==> src/rtl/gray_frame_ctrl.sv <==
// Frame controller around an external RGB555->gray core: counts pixels per frame,
// tags line/frame ends and buffers core results in a 2-entry output FIFO.
module gray_frame_ctrl #(
  parameter int MAX_PIXEL_BITS  = 15,
  parameter int PIXEL_WIDTH_OUT = 8,
  parameter int DIM_BITS        = 10
) (
  input  logic                       clk_i,
  input  logic                       nreset_i,
  input  logic                       frame_start_i,
  input  logic                       abort_i,
  input  logic [DIM_BITS-1:0]        cfg_width_i,
  input  logic [DIM_BITS-1:0]        cfg_height_i,
  input  logic                       in_valid_i,
  input  logic [MAX_PIXEL_BITS-1:0]  in_px_i,
  output logic                       in_ready_o,
  output logic                       core_start_o,
  output logic [MAX_PIXEL_BITS-1:0]  core_px_o,
  input  logic [PIXEL_WIDTH_OUT-1:0] core_gray_i,
  output logic                       out_valid_o,
  output logic [PIXEL_WIDTH_OUT-1:0] out_px_o,
  output logic                       out_eol_o,
  output logic                       out_eof_o,
  input  logic                       out_ready_i,
  output logic                       busy_o,
  output logic                       frame_done_o
);

  typedef enum logic [1:0] {IDLE, STREAM, DRAIN} state_t;

  typedef struct packed {
    logic [PIXEL_WIDTH_OUT-1:0] px;
    logic                       eol;
    logic                       eof;
  } entry_t;

  localparam logic [DIM_BITS-1:0] DIM_ONE = DIM_BITS'(1);

  state_t              state, state_nxt;
  logic [DIM_BITS-1:0] width_q, height_q, x_q, y_q;
  logic                inflight_q, tag_eol_q, tag_eof_q;
  entry_t              fifo_mem [2];
  entry_t              head;
  logic                wr_ptr, rd_ptr;
  logic [1:0]          count, occ;
  logic                accept, push, pop, px_eol, px_eof, start_ok;

  // Occupancy includes the pixel still inside the core so the FIFO can never overflow.
  assign occ          = count + {1'b0, inflight_q};
  assign in_ready_o   = (state == STREAM) && (occ < 2'd2) && !abort_i;
  assign accept       = in_valid_i & in_ready_o;
  assign core_start_o = accept;
  assign core_px_o    = in_px_i;

  assign push        = inflight_q && !abort_i;
  assign out_valid_o = (count != 2'd0);
  assign pop         = out_valid_o & out_ready_i;
  assign head        = out_valid_o ? fifo_mem[rd_ptr] : '0;
  assign out_px_o    = head.px;
  assign out_eol_o   = head.eol;
  assign out_eof_o   = head.eof;
  assign busy_o      = (state != IDLE);

  assign px_eol   = (x_q == width_q - DIM_ONE);
  assign px_eof   = px_eol && (y_q == height_q - DIM_ONE);
  assign start_ok = frame_start_i && (cfg_width_i != '0) && (cfg_height_i != '0);

  always_comb begin
    state_nxt    = state;
    frame_done_o = 1'b0;
    case (state)
      IDLE:   if (start_ok) state_nxt = STREAM;
      STREAM: if (accept && px_eof) state_nxt = DRAIN;
      DRAIN: begin
        if (!inflight_q && (count == 2'd0) && !pop) begin
          state_nxt    = IDLE;
          frame_done_o = 1'b1;
        end
      end
      default: state_nxt = IDLE;
    endcase
    if (abort_i) begin
      state_nxt    = IDLE;
      frame_done_o = 1'b0;
    end
  end

  always_ff @(posedge clk_i or negedge nreset_i) begin
    if (!nreset_i) begin
      state      <= IDLE;
      width_q    <= '0;
      height_q   <= '0;
      x_q        <= '0;
      y_q        <= '0;
      inflight_q <= 1'b0;
      tag_eol_q  <= 1'b0;
      tag_eof_q  <= 1'b0;
    end else begin
      state <= state_nxt;
      if (abort_i) begin
        x_q        <= '0;
        y_q        <= '0;
        inflight_q <= 1'b0;
      end else begin
        inflight_q <= accept;
        if (state == IDLE && start_ok) begin
          width_q  <= cfg_width_i;
          height_q <= cfg_height_i;
          x_q      <= '0;
          y_q      <= '0;
        end else if (accept) begin
          tag_eol_q <= px_eol;
          tag_eof_q <= px_eof;
          if (px_eol) begin
            x_q <= '0;
            y_q <= y_q + DIM_ONE;
          end else begin
            x_q <= x_q + DIM_ONE;
          end
        end
      end
    end
  end

  // The core result is valid exactly one cycle after its start, so it is captured here unconditionally on push.
  always_ff @(posedge clk_i or negedge nreset_i) begin
    if (!nreset_i) begin
      for (int i = 0; i < 2; i++) fifo_mem[i] <= '0;
      wr_ptr <= 1'b0;
      rd_ptr <= 1'b0;
      count  <= 2'd0;
    end else if (abort_i) begin
      wr_ptr <= 1'b0;
      rd_ptr <= 1'b0;
      count  <= 2'd0;
    end else begin
      if (push) begin
        fifo_mem[wr_ptr] <= '{px: core_gray_i, eol: tag_eol_q, eof: tag_eof_q};
        wr_ptr           <= ~wr_ptr;
      end
      if (pop) rd_ptr <= ~rd_ptr;
      case ({push, pop})
        2'b10:   count <= count + 2'd1;
        2'b01:   count <= count - 2'd1;
        default: count <= count;
      endcase
    end
  end

endmodule

==> config.mk <==
export PLATFORM = sky130hd
export DESIGN_NAME = gray_frame_ctrl
export DESIGN_NICKNAME = d
export VERILOG_FILES = /design/src/rtl/gray_frame_ctrl.sv
export SDC_FILE = /design/constraint.sdc
export NUM_CORES = 1
export LEC_CHECK = 0
export CAP_MARGIN = 15
export CORE_AREA = 2 2 88 90
export DETAILED_ROUTE_END_ITERATION = 10
export DIE_AREA = 0 0 90 92
export PLACE_DENSITY_LB_ADDON = 0.05
export SKIP_CTS_REPAIR_TIMING = 1
export SYNTH_ARGS = -nofsm -noshare
export SYNTH_HDL_FRONTEND = slang
export SYNTH_SLANG_ARGS = --single-unit
==> constraint.sdc <==
create_clock -name clk_i -period 6.2 [get_ports clk_i]
set_clock_uncertainty 0.1 [all_clocks]
set_input_delay 1.24 -clock clk_i [delete_from_list [all_inputs] [get_ports clk_i]]
set_output_delay 1.24 -clock clk_i [all_outputs]
set_load 0.01 [all_outputs]
Word-level counts from Yosys, hierarchy flattened

Index checks and enable logic that the tools add are counted.

Word-level logic and storage cells: 105
Output and inout port bits: 30
Bits of input ports: 49
Bits in registers: 69

Equality and inequality tests: 9
Order comparisons: 4
Reductions and logical operators: 30
Muxes and demuxes: 30
Bitwise operators: 8
Add/subtract/negate cells: 7

Operators with widths:

| operator                | number |
|---|---|
| $mux W10                | 13 |
| $add A10 B1 Y10 const B | 2 |
| $bwmux W20              | 1 |
| $eq A10 B10 Y1          | 2 |
| $reduce_bool A10 Y1     | 2 |
| $sub A10 B1 Y10 const B | 2 |
| $logic_and A1 B1 Y1     | 11 |
| $demux W10 S1           | 1 |
| $mux W2                 | 5 |
| $reduce_bool A3 Y1      | 3 |
| $mux W1                 | 8 |
| $reduce_bool A2 Y1      | 4 |
| $ne A3 B3 Y1 const B    | 2 |
| $pmux W2 S3             | 1 |
| $reduce_and A2 Y1       | 3 |
| $reduce_and A3 Y1       | 2 |
| $eq A2 B1 Y1 const B    | 2 |
| $eq A2 B2 Y1 const B    | 2 |
| $ge A2 B2 Y1 const B    | 2 |
| $logic_not A2 Y1        | 2 |
| $not A1 Y1              | 4 |
| $not A1 Y2              | 2 |
| $pmux W2 S2             | 1 |
| $logic_not A1 Y1        | 3 |
| other kinds (7)         | 8 |

Depth between registers and ports, before layout

Depth after elaboration: 9
Depth in mapped cells: 10

Least setup slack after synthesis

OpenSTA, ideal clock, no wires.

Path kind: input -> output
From: input port abort_i
To: output port core_start_o
Cell stages on the path: 6
Slack: 2627 ps
Data required time: 4860 ps
Arrival time: 2233 ps
Cell sequence: clkbuf_1 nor2_1 and3_1 nand2_1 inv_1 clkbuf_1

Word-level cells in the longest chain between the ends: 3

Ends and longest elaborated chain:

| what                | line | source |
|---|---|---|
| start, declared     | 11   | `input logic abort_i,` |
| $logic_not A1 Y1    | 50   | `assign in_ready_o = (state == STREAM) && (occ < 2'd2) && !abort_i;` |
| $logic_and A1 B1 Y1 | 50   |  |
| net in_ready_o      | 16   | `output logic in_ready_o,` |
| $and A1 B1 Y1       | 51   | `assign accept = in_valid_i & in_ready_o;` |
| end, declared       | 17   | `output logic core_start_o,` |

The timed path passes the listed nets, and every way through them passes these cells.

Final worst setup path

From: input port abort_i
To: output port core_start_o

Word-level cells in the longest chain between the ends: 3

Ends and longest elaborated chain:

| what                | line |
|---|---|
| $logic_not A1 Y1    | 50 |
| $logic_and A1 B1 Y1 | 50 |
| $and A1 B1 Y1       | 51 |

No other way between the ends.

==> qor.yml <==
cts_tree: "yes"
grt_pass1_wl_um: 13200
cts_htree_levels: 3
yosys_warnings: 0
die_h_um: 92
synth_area_per_cell_sq_um: 9.94
num_rows: 32
clk_pin_slew_ps: 70
slew_viol_final: 0
maxSlewHeadroom_pct: 32.0
drt_wl_total_um: 7750
drc: 0
wl_per_cell_um: 14.4
rrSetupSlack_ps: 2860
powerDensity_nw_per_um2: 250
dieArea_sq_um: 8280
numCtsBuffers: 9
synth_edf_count: 0
viasPerCell: 5.63
ys_types: 52
min_path_type: "register to register"
pin_count: 79
antenna_found_initial: 0
critPathLaunchType: "primary input"
drt-initial-drc-count: 128
worstSetupPathType: "primary input to output port"
tightest_slew_ps: 1020
setup_viol_count_final: 0
drv_cap: 0
finalNonFillerCells: 537
place.gp.congestion: 0.800
drive_above_1_share_pct: 14.7
cp_max_fo: 14
cp-end-kind: "output port"
vias: 3021
first_global_vias: 2806
cp.arrival_ps: 3390
post-dp-hpwl_um: 5550
ir_drop_mv: 0.126
hold_viol_final: 0
grt.overflow.total: 0
die_w_um: 90
grt_max_degree: 70
finalCritPeriodShare_pct: 76.3
yosysTopAreaCell: "dfrtp_1"
ys_seq_area_share_pct: 43.7
clk_latency_ps: 340
grt_util_all_layers_pct: 19.6
fmax_ghz: 0.211
status: "finished, final reports clean"
synthFlopType: "dfrtp_1"
drtAntennaViolNets: 0
tns_ps: 0
p_leak_nw: 1.98
rsz0062_at_grt: "no"
syn_inst: 398
area_growth_pct: 16.9
postSynth.asyncResetShare_pct: 100
dr.pass1.iters: 4
post-place-cells: 521
period_minus_slack_ps: 4730
clockRootBuffer: "clkbuf_8"
nets: 483
cts_sinks: 69
synth-seq-cells: 69
cp.required_ps: 4860
io_buffers: 48
cts.path.max_buffers: 2
initial_core_util_pct: 53.1
diodes: 0
yosys.area.top_type_share_pct: 43.7
syn-cell-area_sq_um: 3960
core_area_sq_um: 7450
synth_area_leaders: "dfrtp_1 (44%), mux2_2 (11%), xnor2_1 (3.5%)"
synth_nets: 451
-- power breakdown --
part / leakage [nW] / switching (W) / internal [W]
sequential: 0.901 / 0.0000481 / 0.000496
combinational: 0.970 / 0.0000943 / 0.000118
clock: 0.110 / 0.000174 / 0.000227
total: 1.98 / 0.000316 / 0.000841
-- critical path: stages --
cell and delay, ps:
clkdlybuf4s50_1 540, nor2_1 200, and3_1 190, nand2_1 270, inv_1 350, clkdlybuf4s50_1 600
-- stage by stage --
step	util (%)	worst slack, ps	power, W	instance area [sq um]	hold slack (ps)
after floorplan	-	2630	0.000704	3960	359
after global placement	59.2	1520	0.000760	4410	381
final	62.1	1470	0.00116	4620	405
after CTS	62.1	1440	0.00117	4620	411
after detailed placement	59.2	1460	0.000768	4410	394
after global routing	62.1	1250	0.00122	4620	426
-- Yosys cell counts (all sizes together) (2+ instances only) --
library cell,n
a21oi,10
buf,18
or3,2
and3,11
inv,20
o31ai,4
o21ai,19
mux2,40
mux2i,10
dfrtp,69
a31oi,4
o311ai,2
a211oi,2
a21o,4
nor2,31
xor2,15
nor4b,3
a2111oi,2
nand3b,2
nor3,15
clkbuf,11
nand2,20
nor4,9
and3b,2
ha,4
nor3b,3
a221oi,2
nand3,24
or4,3
nand4,3
xnor2,16
nand2b,5
-- kinds of logic (layout without fill, tap and decap cells) --
logic type | Yosys count | count (layout) | synth area share (%)
fa+ha+maj | 4 | 4 | 1.27
xor+xnor | 31 | 31 | 6.86
buf+inv | 49 | 86 | 6.11
flops | 69 | 69 | 43.7
simple gates | 138 | 138 | 18.5
compound gates | 57 | 57 | 9.71
mux | 50 | 50 | 13.9
-- final cells by class --
type | instances | area (sq um)
tap | 102 | 128
inverter | 20 | 75.1
sequential | 69 | 1730
fill | 687 | 2830
clock buffer | 10 | 128
timing repair buffer | 50 | 490
multi-input combinational | 280 | 1990
clock inverter | 6 | 87.6
-- registers in the layout (all words and copies together), names as in the netlist --
register,flops
tag_eof_q,1
rd_ptr,1
wr_ptr,1
inflight_q,1
state,2
fifo_mem,20
count,2
height_q,10
tag_eol_q,1
y_q,10
x_q,10
width_q,10
-- cells in the final DEF, fill, tap and decap left out, types with 2 or more instances in the layout --
master,synthesis,final
dfrtp_1,69,69
clkdlybuf4s50_1,0,47
mux2_2,40,40
nor2_1,31,31
nand3_1,24,24
inv_1,20,20
nand2_1,20,20
o21ai_0,18,18
xnor2_1,16,16
xor2_1,15,15
nor3_1,14,14
and3_1,11,11
mux2i_1,10,10
a21oi_1,10,10
clkbuf_8,0,9
nor4_1,8,8
nand2b_1,5,5
a31oi_1,4,4
o31ai_1,4,4
a21o_1,4,4
ha_1,4,4
nor3b_1,3,3
nor4b_1,3,3
nand4_1,3,3
nand3b_1,2,2
and3b_1,2,2
a211oi_1,2,2
a221oi_1,2,2
or4_1,2,2
a2111oi_0,2,2
or3_1,2,2
clkinv_2,0,2
clkinv_4,0,2
bufinv_16,0,2
buf_4,15,2
-- metal layers --
metal  wire, um  up-vias  part of all wire, %  GRT usage, %
met5          0        -                    0             0
met4        153        0                  2.0          7.44
met3        348       15                  4.5          4.11
met2       3630       69                   47          32.3
met1       3620     1466                   47          25.6
li1           -     1471                    -             -
-- final timing paths --
| check | end | start | cells after the start |
|---|---|---|---|
| max | core_start_o | abort_i | 6 |
| min | tag_eof_q$_DFFE_PN0P_ | tag_eof_q$_DFFE_PN0P_ | 1 |
| max reg2reg | state[0]$_DFFE_PN0P_ | width_q[2]$_DFFE_PN0P_ | 7 |
| min reg2reg | tag_eof_q$_DFFE_PN0P_ | tag_eof_q$_DFFE_PN0P_ | 1 |
| max in group asynchronous | height_q[4]$_DFFE_PN0P_ | nreset_i | 2 |
| min in group asynchronous | count[1]$_DFFE_PN0P_ | nreset_i | 2 |
Note: power is estimated with default switching activity, not from simulation.
